`src/rtl/mem_pkg.sv`:
```
// Shared types for the MEM-stage data-memory controller: size codes, FSM states, defaults.
// Latency: n/a (declarations only).
// Backpressure: n/a (declarations only).
package mem_pkg;

  localparam logic [1:0] SZ_BYTE = 2'b00;
  localparam logic [1:0] SZ_HALF = 2'b01;
  localparam logic [1:0] SZ_WORD = 2'b10;

  localparam int TIMEOUT_CYC_DEF = 255;

  typedef enum logic [1:0] {
    ST_IDLE = 2'b00,
    ST_WAIT = 2'b01,
    ST_DONE = 2'b10
  } mem_state_e;

  // A half needs an even address, a word (and the reserved code, treated as word) needs addr[1:0]==0.
  function automatic logic is_misaligned(input logic [1:0] size, input logic [1:0] addr_lo);
    case (size)
      SZ_BYTE: return 1'b0;
      SZ_HALF: return addr_lo[0];
      default: return (addr_lo != 2'b00);
    endcase
  endfunction

endpackage

```
`src/rtl/mem_stage_ctrl_if.sv`:
```
// Data-memory request/acknowledge bus between the MEM-stage controller and the data memory.
// Latency: n/a (signal bundle).
// Backpressure: memory holds off completion by withholding dmem_ack; requester holds fields stable.
interface mem_stage_ctrl_if;

  logic        dmem_req;
  logic        dmem_we;
  logic [31:0] dmem_addr;
  logic [3:0]  dmem_be;
  logic [31:0] dmem_wdata;
  logic        dmem_ack;
  logic [31:0] dmem_rdata;

  modport master (
    output dmem_req,
    output dmem_we,
    output dmem_addr,
    output dmem_be,
    output dmem_wdata,
    input  dmem_ack,
    input  dmem_rdata
  );

  modport slave (
    input  dmem_req,
    input  dmem_we,
    input  dmem_addr,
    input  dmem_be,
    input  dmem_wdata,
    output dmem_ack,
    output dmem_rdata
  );

endinterface

```
`src/rtl/mem_lane_align.sv`:
```
// Little-endian lane steering: store byte enables / replicated data, load lane extract + extension.
// Latency: purely combinational.
// Backpressure: none; outputs follow inputs.
module mem_lane_align
  import mem_pkg::*;
(
  input  logic [1:0]  size,
  input  logic        zero_ext,
  input  logic [1:0]  addr_lo,
  input  logic [31:0] st_dat,
  input  logic [31:0] ld_word,
  output logic [3:0]  st_be,
  output logic [31:0] st_wdata,
  output logic [31:0] ld_dat
);

  logic [7:0]  ld_byte;
  logic [15:0] ld_half;

  // Pick the addressed byte and half out of the returned word.
  always_comb begin
    ld_byte = ld_word[7:0];
    case (addr_lo)
      2'b00: ld_byte = ld_word[7:0];
      2'b01: ld_byte = ld_word[15:8];
      2'b10: ld_byte = ld_word[23:16];
      2'b11: ld_byte = ld_word[31:24];
      default: ld_byte = ld_word[7:0];
    endcase
    ld_half = addr_lo[1] ? ld_word[31:16] : ld_word[15:0];
  end

  // Size-dependent enables, store replication and load extension; reserved size behaves as word.
  always_comb begin
    st_be    = 4'b1111;
    st_wdata = st_dat;
    ld_dat   = ld_word;
    case (size)
      SZ_BYTE: begin
        st_be    = 4'b0001 << addr_lo;
        st_wdata = {4{st_dat[7:0]}};
        ld_dat   = zero_ext ? {24'b0, ld_byte} : {{24{ld_byte[7]}}, ld_byte};
      end
      SZ_HALF: begin
        st_be    = 4'b0011 << {addr_lo[1], 1'b0};
        st_wdata = {2{st_dat[15:0]}};
        ld_dat   = zero_ext ? {16'b0, ld_half} : {{16{ld_half[15]}}, ld_half};
      end
      default: begin
        st_be    = 4'b1111;
        st_wdata = st_dat;
        ld_dat   = ld_word;
      end
    endcase
  end

endmodule

```
`src/rtl/mem_stage_ctrl.sv`:
```
// MEM-stage data-memory controller: issues load/store, stalls the pipe, returns extended ReadData.
// Latency: >= 2 cycles per access (request cycle + DONE); bus error after TIMEOUT_CYC WAIT cycles.
// Backpressure: mem_stall held while an access is outstanding; the memory stalls us by withholding dmem_ack.
// Optional: define MISALIGN_TRAP_EN to trap misaligned half/word accesses instead of issuing them.
module mem_stage_ctrl
  import mem_pkg::*;
#(
  parameter int TIMEOUT_CYC = TIMEOUT_CYC_DEF
) (
  input  logic        clk,
  input  logic        reset,
  input  logic        mem_read_in,
  input  logic        mem_write_in,
  input  logic [1:0]  mem_size_in,
  input  logic        mem_unsigned_in,
  input  logic [31:0] addr_in,
  input  logic [31:0] wdata_in,
  mem_stage_ctrl_if.master dmem,
  output logic [31:0] read_data_out,
  output logic        mem_stall,
  output logic        bus_err,
  output logic        misalign_trap
);

  localparam logic [15:0] CNT_LAST = 16'(TIMEOUT_CYC - 1);

  mem_state_e  state_q, state_d;
  logic [15:0] cnt_q;
  logic        access, is_load, misal;
  logic        req_c, stall_c, timeout_c;
  logic [3:0]  st_be;
  logic [31:0] st_wdata, ld_dat;

  assign access  = mem_read_in | mem_write_in;
  // A simultaneous read+write is a store; it never produces load data.
  assign is_load = mem_read_in & ~mem_write_in;

`ifdef MISALIGN_TRAP_EN
  assign misal = access & is_misaligned(mem_size_in, addr_in[1:0]);
`else
  assign misal = 1'b0;
`endif

  mem_lane_align u_lane (
    .size     (mem_size_in),
    .zero_ext (mem_unsigned_in),
    .addr_lo  (addr_in[1:0]),
    .st_dat   (wdata_in),
    .ld_word  (dmem.dmem_rdata),
    .st_be    (st_be),
    .st_wdata (st_wdata),
    .ld_dat   (ld_dat)
  );

  // Request fields come straight from EX/MEM; mem_stall keeps them stable for the whole access.
  assign dmem.dmem_we    = mem_write_in;
  assign dmem.dmem_addr  = {addr_in[31:2], 2'b00};
  assign dmem.dmem_be    = mem_write_in ? st_be : 4'b1111;
  assign dmem.dmem_wdata = st_wdata;

  // Reset gates the handshake outputs so they drop the instant reset rises, even with an access pending.
  assign dmem.dmem_req = req_c & ~reset;
  assign mem_stall     = stall_c & ~reset;

  // State register.
  always_ff @(posedge clk or posedge reset) begin
    if (reset) state_q <= ST_IDLE;
    else       state_q <= state_d;
  end

  // Next state and handshake outputs; DONE always returns to IDLE so a held access is not reissued.
  always_comb begin
    state_d   = state_q;
    req_c     = 1'b0;
    stall_c   = 1'b0;
    timeout_c = 1'b0;
    case (state_q)
      ST_IDLE: begin
        if (access) begin
          stall_c = 1'b1;
          if (misal) begin
            state_d = ST_DONE;
          end else begin
            req_c   = 1'b1;
            state_d = dmem.dmem_ack ? ST_DONE : ST_WAIT;
          end
        end
      end
      ST_WAIT: begin
        req_c   = 1'b1;
        stall_c = 1'b1;
        if (dmem.dmem_ack) begin
          state_d = ST_DONE;
        end else if (cnt_q == CNT_LAST) begin
          state_d   = ST_DONE;
          timeout_c = 1'b1;
        end
      end
      ST_DONE: begin
        state_d = ST_IDLE;
      end
      default: begin
        state_d = ST_IDLE;
      end
    endcase
  end

  // WAIT-cycle counter: counts only while remaining in WAIT, zero everywhere else.
  always_ff @(posedge clk or posedge reset) begin
    if (reset) begin
      cnt_q <= '0;
    end else if (state_q == ST_WAIT && state_d == ST_WAIT) begin
      cnt_q <= cnt_q + 16'd1;
    end else begin
      cnt_q <= '0;
    end
  end

  // Result registers: loaded on entry to DONE, zeroed as DONE is left.
  always_ff @(posedge clk or posedge reset) begin
    if (reset) begin
      read_data_out <= '0;
      bus_err       <= 1'b0;
      misalign_trap <= 1'b0;
    end else if (state_d == ST_DONE && state_q != ST_DONE) begin
      read_data_out <= (is_load && !misal && !timeout_c) ? ld_dat : 32'd0;
      bus_err       <= timeout_c;
      misalign_trap <= misal && (state_q == ST_IDLE);
    end else if (state_q == ST_DONE) begin
      read_data_out <= '0;
      bus_err       <= 1'b0;
      misalign_trap <= 1'b0;
    end
  end

endmodule

```
`src/flat_wrapper.sv`:
```
// flat-port wrapper written by rule: the top's interface ports become plain ports
module mem_stage_ctrl_flat import mem_pkg::*;
#(
  parameter int TIMEOUT_CYC = TIMEOUT_CYC_DEF
)
  (clk, reset, mem_read_in, mem_write_in, mem_size_in, mem_unsigned_in, addr_in, wdata_in, read_data_out, mem_stall, bus_err, misalign_trap, dmem_dmem_req, dmem_dmem_we, dmem_dmem_addr, dmem_dmem_be, dmem_dmem_wdata, dmem_dmem_ack, dmem_dmem_rdata);
  mem_stage_ctrl_if dmem_i ();
  input  logic clk;
  input  logic reset;
  input  logic mem_read_in;
  input  logic mem_write_in;
  input  logic [1:0] mem_size_in;
  input  logic mem_unsigned_in;
  input  logic [31:0] addr_in;
  input  logic [31:0] wdata_in;
  output logic [31:0] read_data_out;
  output logic mem_stall;
  output logic bus_err;
  output logic misalign_trap;
  output wire logic [$bits(dmem_i.dmem_req)-1:0] dmem_dmem_req;
  output wire logic [$bits(dmem_i.dmem_we)-1:0] dmem_dmem_we;
  output wire logic [$bits(dmem_i.dmem_addr)-1:0] dmem_dmem_addr;
  output wire logic [$bits(dmem_i.dmem_be)-1:0] dmem_dmem_be;
  output wire logic [$bits(dmem_i.dmem_wdata)-1:0] dmem_dmem_wdata;
  input wire logic [$bits(dmem_i.dmem_ack)-1:0] dmem_dmem_ack;
  input wire logic [$bits(dmem_i.dmem_rdata)-1:0] dmem_dmem_rdata;
  assign dmem_dmem_req = dmem_i.dmem_req;
  assign dmem_dmem_we = dmem_i.dmem_we;
  assign dmem_dmem_addr = dmem_i.dmem_addr;
  assign dmem_dmem_be = dmem_i.dmem_be;
  assign dmem_dmem_wdata = dmem_i.dmem_wdata;
  assign dmem_i.dmem_ack = dmem_dmem_ack;
  assign dmem_i.dmem_rdata = dmem_dmem_rdata;
  mem_stage_ctrl #(.TIMEOUT_CYC(TIMEOUT_CYC)) u_core (.clk(clk), .reset(reset), .mem_read_in(mem_read_in), .mem_write_in(mem_write_in), .mem_size_in(mem_size_in), .mem_unsigned_in(mem_unsigned_in), .addr_in(addr_in), .wdata_in(wdata_in), .dmem(dmem_i), .read_data_out(read_data_out), .mem_stall(mem_stall), .bus_err(bus_err), .misalign_trap(misalign_trap));
endmodule
```
`config.mk`:
```
export PLATFORM = sky130hd
export DESIGN_NAME = mem_stage_ctrl_flat
export DESIGN_NICKNAME = d
export VERILOG_FILES = /design/src/rtl/mem_pkg.sv /design/src/rtl/mem_stage_ctrl_if.sv /design/src/rtl/mem_lane_align.sv /design/src/rtl/mem_stage_ctrl.sv /design/src/flat_wrapper.sv
export SDC_FILE = /design/constraint.sdc
export NUM_CORES = 1
export LEC_CHECK = 0
export CAP_MARGIN = 5
export CORE_MARGIN = 2
export CORE_UTILIZATION = 55
export DETAILED_ROUTE_END_ITERATION = 10
export DONT_BUFFER_PORTS = 1
export PLACE_DENSITY_LB_ADDON = 0.05
export SLEW_MARGIN = 20
export SYNTH_ARGS = -nofsm -noshare
export SYNTH_HDL_FRONTEND = slang
export SYNTH_HIERARCHICAL = 1
export SYNTH_SLANG_ARGS = --single-unit
```
`constraint.sdc`:
```
create_clock -name clk -period 1.8 [get_ports clk]
set_clock_uncertainty 0.05 [all_clocks]
set_input_delay 0.09 -clock clk [delete_from_list [all_inputs] [get_ports clk]]
set_output_delay 0.09 -clock clk [all_outputs]
set_load 0.02 [all_outputs]
```
==> impl_metrics.env, run 1 <==
export IMPL_status="finished, violations left"
export IMPL_violations="negative setup slack"
export IMPL_grt_max_degree=45
export IMPL_n_antenna_cell=0
export IMPL_drv_slew=0
export IMPL_start_util=0.5745
export IMPL_wire_per_inst_um=21.80
export IMPL_worstPathRequired_ns=1.95
export IMPL_ant_nets=0
export IMPL_slew_headroom=0.4121
export IMPL_area_delta_synth_final_pct=11.63
export IMPL_r2r_cells=5
export IMPL_pin_count=209
export IMPL_syn_area_per_cell_um2=9.179
export IMPL_synth_largest_area_cell="dfrtp_1"
export IMPL_dieArea_mm2=0.007380
export IMPL_whs_ns=0.004093
export IMPL_num_rows=29
export IMPL_crit_path_end="u_core/read_data_out[25]"
export IMPL_drtPass1Iterations=4
export IMPL_fin_crit_sh=1.077
export IMPL_hold_path_class="input pin to register"
export IMPL_crit_start="u_core/cnt_q[11]"
export IMPL_fin_crit_ns=1.938
export IMPL_ys_async_sr_fraction=1.000
export IMPL_cts_tree="built"
export IMPL_drt_wl_total_um=10460
export IMPL_synth_area_mm2=0.003690
export IMPL_grt_overflow=0
export IMPL_maxCapViolCount=0
export IMPL_vdd_drop_max_v=0.0003843
export IMPL_drcViolationCount=0
export IMPL_fin_area_mm2=0.004119
export IMPL_fin_nets=508
export IMPL_setup_worst_path_end_class="register"
export IMPL_drt_iter0_drc=162
export IMPL_fin_ws_ns=-0.1381
export IMPL_place_area_mm2=0.003580
export IMPL_ys_top_cells_by_count="nand2_1, dfrtp_1, buf_4, a22o_1, nor2_1"
export IMPL_antenna_found_initial=0
export IMPL_finalNonFillerCells=480
export IMPL_track_usage=0.2783
export IMPL_cts_path_max_buffers=2
export IMPL_ys_ff_latch=51
export IMPL_clock_fmax_mhz=516.0
export IMPL_cts_inserted_buffers=5
export IMPL_rsz0062_at_grt="true"
export IMPL_cellPowerDensity_mw_per_mm2=666.8
export IMPL_yosysSeqAreaShare=0.3459
export IMPL_synth_most_common_cell="nand2_1"
export IMPL_power_mw=2.747
export IMPL_place_detailed_instances=435
export IMPL_routed_via_density=6.350
export IMPL_leakage_nw=1.856
export IMPL_gp_congestion=0.7913
export IMPL_r2r_end="u_core/read_data_out[25]"
export IMPL_htreeDepth=2
export IMPL_min_path_cells=2
export IMPL_cp_start_kind="register"
export IMPL_grt_pass1_wl_um=16110
export IMPL_crit_fanout=21
export IMPL_coreArea_mm2=0.006422
export IMPL_root_buffer="clkbuf_8"
export IMPL_drive_gt1_frac=0.1638
export IMPL_finalHoldViolations=0
export IMPL_io_buffer_count=0
export IMPL_synth_cell_types=55
export IMPL_synth_cells=402
export IMPL_synth_area_leaders="dfrtp_1, a22o_1, buf_4"
export IMPL_synth_warnings=6
export IMPL_r2r_start="u_core/cnt_q[11]"
export IMPL_cts_reportedPaths_clkPinSlew_ns=0.10
export IMPL_worstMarginPinSlew_ns=0.8789
export IMPL_hpwl_um=7185
export IMPL_r2r_slack_ns=-0.14
export IMPL_tns_ns=-3.526
export IMPL_vias=3048
export IMPL_grt_pass1_vias=3093
export IMPL_fp_dieW_um=85.91
export IMPL_ys_flop_type="dfrtp_1"
export IMPL_cp_data_arrival_time_ns=2.09
export IMPL_die_h_um=85.91
export IMPL_clk_latency_ns=0.31
export IMPL_path_class="register to register"
export IMPL_netlist_area_leader_share=0.3459
export IMPL_synth_edff_count=0
export IMPL_clock_sinks=51
export IMPL_setup_viol=32
==> where the power goes <==
group | total [mW] | internal, mW | switching, mW | leakage [nW]
Clock | 0.856 | 0.458 | 0.398 | 0.0618
Sequential | 1.29 | 1.19 | 0.0971 | 0.700
Combinational | 0.601 | 0.280 | 0.322 | 1.09
==> worst min path at each step <==
stage	start	end
floorplan	dmem_dmem_ack	u_core/state_q[0]
detailed placement	reset	u_core/state_q[0]
global placement	reset	u_core/state_q[0]
global route	dmem_dmem_rdata[1]	u_core/read_data_out[1]
finish	mem_size_in[0]	u_core/read_data_out[12]
CTS	dmem_dmem_rdata[8]	u_core/read_data_out[8]
==> cells by family after synthesis <==
| logic type | after synthesis | share of synthesized area |
|---|---|---|
| other | 1 | 0.001016 |
| muxes | 32 | 0.1041 |
| AOI/OAI and AO/OA | 99 | 0.2072 |
| xor gates and xnor gates | 13 | 0.03086 |
| DFF | 51 | 0.3459 |
| adders and majority gates | 2 | 0.006781 |
| buffers and inverters | 80 | 0.1367 |
| and+or+nand+nor | 124 | 0.1675 |
==> registers in the layout (all words and copies together), names as in the netlist <==
signal	cells
u_core/read_data_out	32
u_core/cnt_q	16
u_core/state_q	2
u_core/bus_err	1
==> per-layer routing <==
layer / share of wire / global-route usage / up-vias / routed length [um]
met1: 0.40 / 0.3473 / 1495 / 4162
met3: 0.078 / 0.07892 / 31 / 815
met2: 0.50 / 0.4623 / 131 / 5216
met5: 0 / 0 / - / 0
li1: - / - / 1391 / -
met4: 0.026 / 0.09668 / 0 / 269
==> final cells by class <==
class | instances | area [um2]
Tap cell | 77 | 96.34
Inverter | 8 | 30.03
Clock buffer | 6 | 82.58
Multi-Input combinational cell | 273 | 1958
Fill cell | 537 | 2303
Timing Repair Buffer | 63 | 636.9
Clock inverter | 2 | 38.79
Sequential cell | 51 | 1276
==> stage by stage <==
step | util | worst slack [ns]
floorplan | - | -0.02162
global placement | 0.5574 | -0.05116
detailed placement | 0.5574 | -0.09312
CTS | 0.6308 | -0.08905
global route | 0.6413 | -0.1752
finish | 0.6413 | -0.1381
==> critical path, stage by stage, from the launching register on <==
cell and delay, ns:
dfrtp_1 0.41, or4_4 0.55, nor3_4 0.18, a41oi_4 0.21, buf_12 0.21, a22o_1 0.22
==> what timing repair did <==
action / 4_1_cts / 5_1_grt
hold buffers: 31 / 0
endpoints found under the setup margin: 29 / 51
pin swaps: 1 / 7
hold endpoints to repair: 51 / 0
gates resized for setup: 4 / 8
buffers inserted: 3 / 6
gates cloned: 0 / 1
==> placed cells by master, fill, tap and decap left out, drive strengths merged, types with 2 or more instances in the layout <==
cell type / netlist / layout
a211oi: 4 / 4
a21o: 2 / 2
a21oi: 3 / 3
a221o: 7 / 7
a22o: 40 / 40
a31oi: 2 / 2
and4: 2 / 2
buf: 57 / 31
clkbuf: 15 / 7
conb: 1 / 3
dfrtp: 51 / 51
dlygate4sd3: 0 / 31
ha: 2 / 2
inv: 8 / 9
mux2: 8 / 8
mux2i: 20 / 20
mux4: 4 / 4
nand2: 55 / 55
nand2b: 6 / 6
nand3: 4 / 4
nand4: 4 / 4
nor2: 25 / 25
nor2b: 11 / 11
nor3: 5 / 5
o21ai: 25 / 25
o21bai: 2 / 2
o22a: 4 / 4
o22ai: 4 / 4
o31ai: 2 / 2
or3: 2 / 2
xnor2: 6 / 6
xor2: 7 / 7
Power figures use the tool's default switching activity.
==> run 2, diff against run 1 <==
- PLACE_DENSITY: default -> 0.73
- PLACE_DENSITY_LB_ADDON: 0.05 -> default
==> run 2 against run 1 <==
  * The run still ends with negative setup slack left
  * Die area is the same
  * Final area shrank 4.1%
  * Combinational power shrank 4.7%
  * Utilization shrank 2.6 points
  * Non-clock buffer count shrank 11
  * Power shrank 8.4%
  * Sequential power is essentially flat
  * Clock power shrank 24%
  * Setup slack gained 0.032 ns
  * Global-route usage shrank 1.2 points
  * Highest routed layer unchanged
==> impl_metrics.env, run 2 (synthesized netlist as in run 1, its figures left out) <==
export IMPL_pre_cts_ws_ns=-0.07454
export IMPL_hold_path_class="input pin to register"
export IMPL_routed_via_density=6.372
export IMPL_cp_start_kind="register"
export IMPL_fin_crit_ns=1.906
export IMPL_track_usage=0.2661
export IMPL_drive_gt1_frac=0.1578
export IMPL_htreeDepth=2
export IMPL_crit_fanout=16
export IMPL_hpwl_um=7374
export IMPL_worstMarginPinSlew_ns=0.7067
export IMPL_antenna_found_initial=0
export IMPL_dieArea_mm2=0.007380
export IMPL_met1_length_um=3955
export IMPL_r2r_start="u_core/cnt_q[11]"
export IMPL_layout_commonest_cell="nand2_1"
export IMPL_drt_wl_total_um=10110
export IMPL_wl_met2_um=5025
export IMPL_wl_met3_um=865
export IMPL_cts_reportedPaths_clkPinSlew_ns=0.10
export IMPL_largest_register_ffs=32
export IMPL_drt_iter0_drc=156
export IMPL_top_register="u_core/read_data_out"
export IMPL_num_rows=29
export IMPL_tns_ns=-2.308
export IMPL_finalNonFillerCells=470
export IMPL_p_seq_frac=0.513
export IMPL_slew_headroom=0.5239
export IMPL_gp_congestion=0.8186
export IMPL_violations="negative setup slack"
export IMPL_top_regs="u_core/read_data_out (32), u_core/cnt_q (16), u_core/state_q (2)"
export IMPL_maxCapViolCount=0
export IMPL_rsz0062_at_grt="true"
export IMPL_grt_overflow=0
export IMPL_internal_power_mw=1.724
export IMPL_cellPowerDensity_mw_per_mm2=636.7
export IMPL_cts_inserted_buffers=5
export IMPL_vias=2995
export IMPL_leakage_nw=1.769
export IMPL_root_buffer="clkbuf_8"
export IMPL_wire_per_inst_um=21.50
export IMPL_finalHoldViolations=0
export IMPL_fin_nets=498
export IMPL_grt_max_degree=47
export IMPL_drcViolationCount=0
export IMPL_hold_start="dmem_dmem_rdata[17]"
export IMPL_vdd_drop_max_v=0.0003351
export IMPL_pwr_share_clk=0.259
export IMPL_drv_slew=0
export IMPL_path_class="register to register"
export IMPL_clock_fmax_mhz=524.6
export IMPL_slowest_delay_ns=0.55
export IMPL_worstPathRequired_ns=1.94
export IMPL_critPathSlowestCell="or4_4"
export IMPL_final_cell_mix="nand2_1, dfrtp_1, a22o_1, nor2_1, dlygate4sd3_1"
export IMPL_fp_dieW_um=85.91
export IMPL_place_detailed_instances=433
export IMPL_grt_pass1_wl_um=15150
export IMPL_cp_data_arrival_time_ns=2.04
export IMPL_place_area_mm2=0.003552
export IMPL_n_antenna_cell=0
export IMPL_p_comb_frac=0.228
export IMPL_grt_pass1_vias=2917
export IMPL_ant_nets=0
export IMPL_fin_area_mm2=0.003950
export IMPL_status="finished, violations left"
export IMPL_start_util=0.5745
export IMPL_power_mw=2.515
export IMPL_netSwitchingPower_mw=0.7906
export IMPL_crit_family="simple AND/OR/NAND/NOR gates"
export IMPL_io_buffer_count=0
export IMPL_coreArea_mm2=0.006422
export IMPL_cts_tree="built"
export IMPL_cp_cell_sequence="or4_4 > nor3_4 > a41oi_4 > buf_12 > a22o_1"
export IMPL_cts_path_max_buffers=2
export IMPL_fin_ws_ns=-0.1063
export IMPL_dr_max_layer_used="met4"
export IMPL_crit_start="u_core/cnt_q[11]"
export IMPL_drtPass1Iterations=5
export IMPL_clk_latency_ns=0.31
export IMPL_setup_worst_path_end_class="register"
export IMPL_switching_share=0.3143
export IMPL_die_h_um=85.91
export IMPL_clock_sinks=51
export IMPL_fin_crit_sh=1.059
export IMPL_worst_path_buf_inv=1
export IMPL_setup_viol=30
export IMPL_area_delta_synth_final_pct=7.053
export IMPL_pin_count=209
## run 2: cell count changes in the layout (fill, tap and decap cells not counted), sizes merged
cell	change
clkbuf	-1
bufinv	-1
dlygate4sd3	-6
clkinv	+1
clkinvlp	+1
a21o	+1
inv	-1
buf	-4
## run 2: final cells by class
cell class                      instances  area, um2
Clock buffer                            6      72.57
Clock inverter                          2      12.51
Fill cell                             521       2472
Inverter                                8      30.03
Multi-Input combinational cell        274       1968
Sequential cell                        51       1276
Tap cell                               77      96.34
Timing Repair Buffer                   52      494.2
## run 2: worst min-delay path: stages
cell	delay, ns
nand2_1	0.04
o21ai_1	0.07
a22o_1	0.12
## run 2: timing repair
item / CTS / global route
pin swaps: 0 / 5
hold buffers: 24 / 1
endpoints found under the setup margin: 46 / 34
gates cloned: 0 / 1
gates resized for setup: 1 / 7
setup buffers: 0 / 3
hold endpoints to repair: 75 / 1
## run 2: metrics by stage
| step | hold slack, ns | util |
|---|---|---|
| after detailed placement | -0.08635 | 0.5531 |
| final | 0.001590 | 0.6150 |
| after global routing | 0.0005969 | 0.6150 |
| after CTS | 0.0005521 | 0.6047 |
| after floorplan | 0.1109 | - |
| after global placement | -0.09092 | 0.5531 |
## run 2: worst paths after layout
path,cells after the start,endpoint,slack [ns]
setup / recovery,5,u_core/read_data_out[18],-0.11
max in group asynchronous,3,u_core/read_data_out[26],0.97
min in group asynchronous,2,u_core/read_data_out[3],0.16
setup reg to reg,5,u_core/read_data_out[18],-0.11
hold reg to reg,2,u_core/state_q[1],0.54
hold / removal,3,u_core/read_data_out[17],0.002
## run 2: layer usage
metal  vias up  global-route usage
met2       139              0.4383
li1       1375                   -
met4         0             0.09812
met3        20             0.08470
met5         -                   0
met1      1461              0.3273
## run 2: power by group through the flow
stage / clock [mW] / combinational (mW) / sequential [mW]
global placement: 0 / 0.500 / 1.31
CTS: 0.662 / 0.560 / 1.29
finish: 0.651 / 0.573 / 1.29
detailed placement: 0 / 0.507 / 1.31
floorplan: 0 / 0.587 / 1.30
global route: 0.719 / 0.619 / 1.30
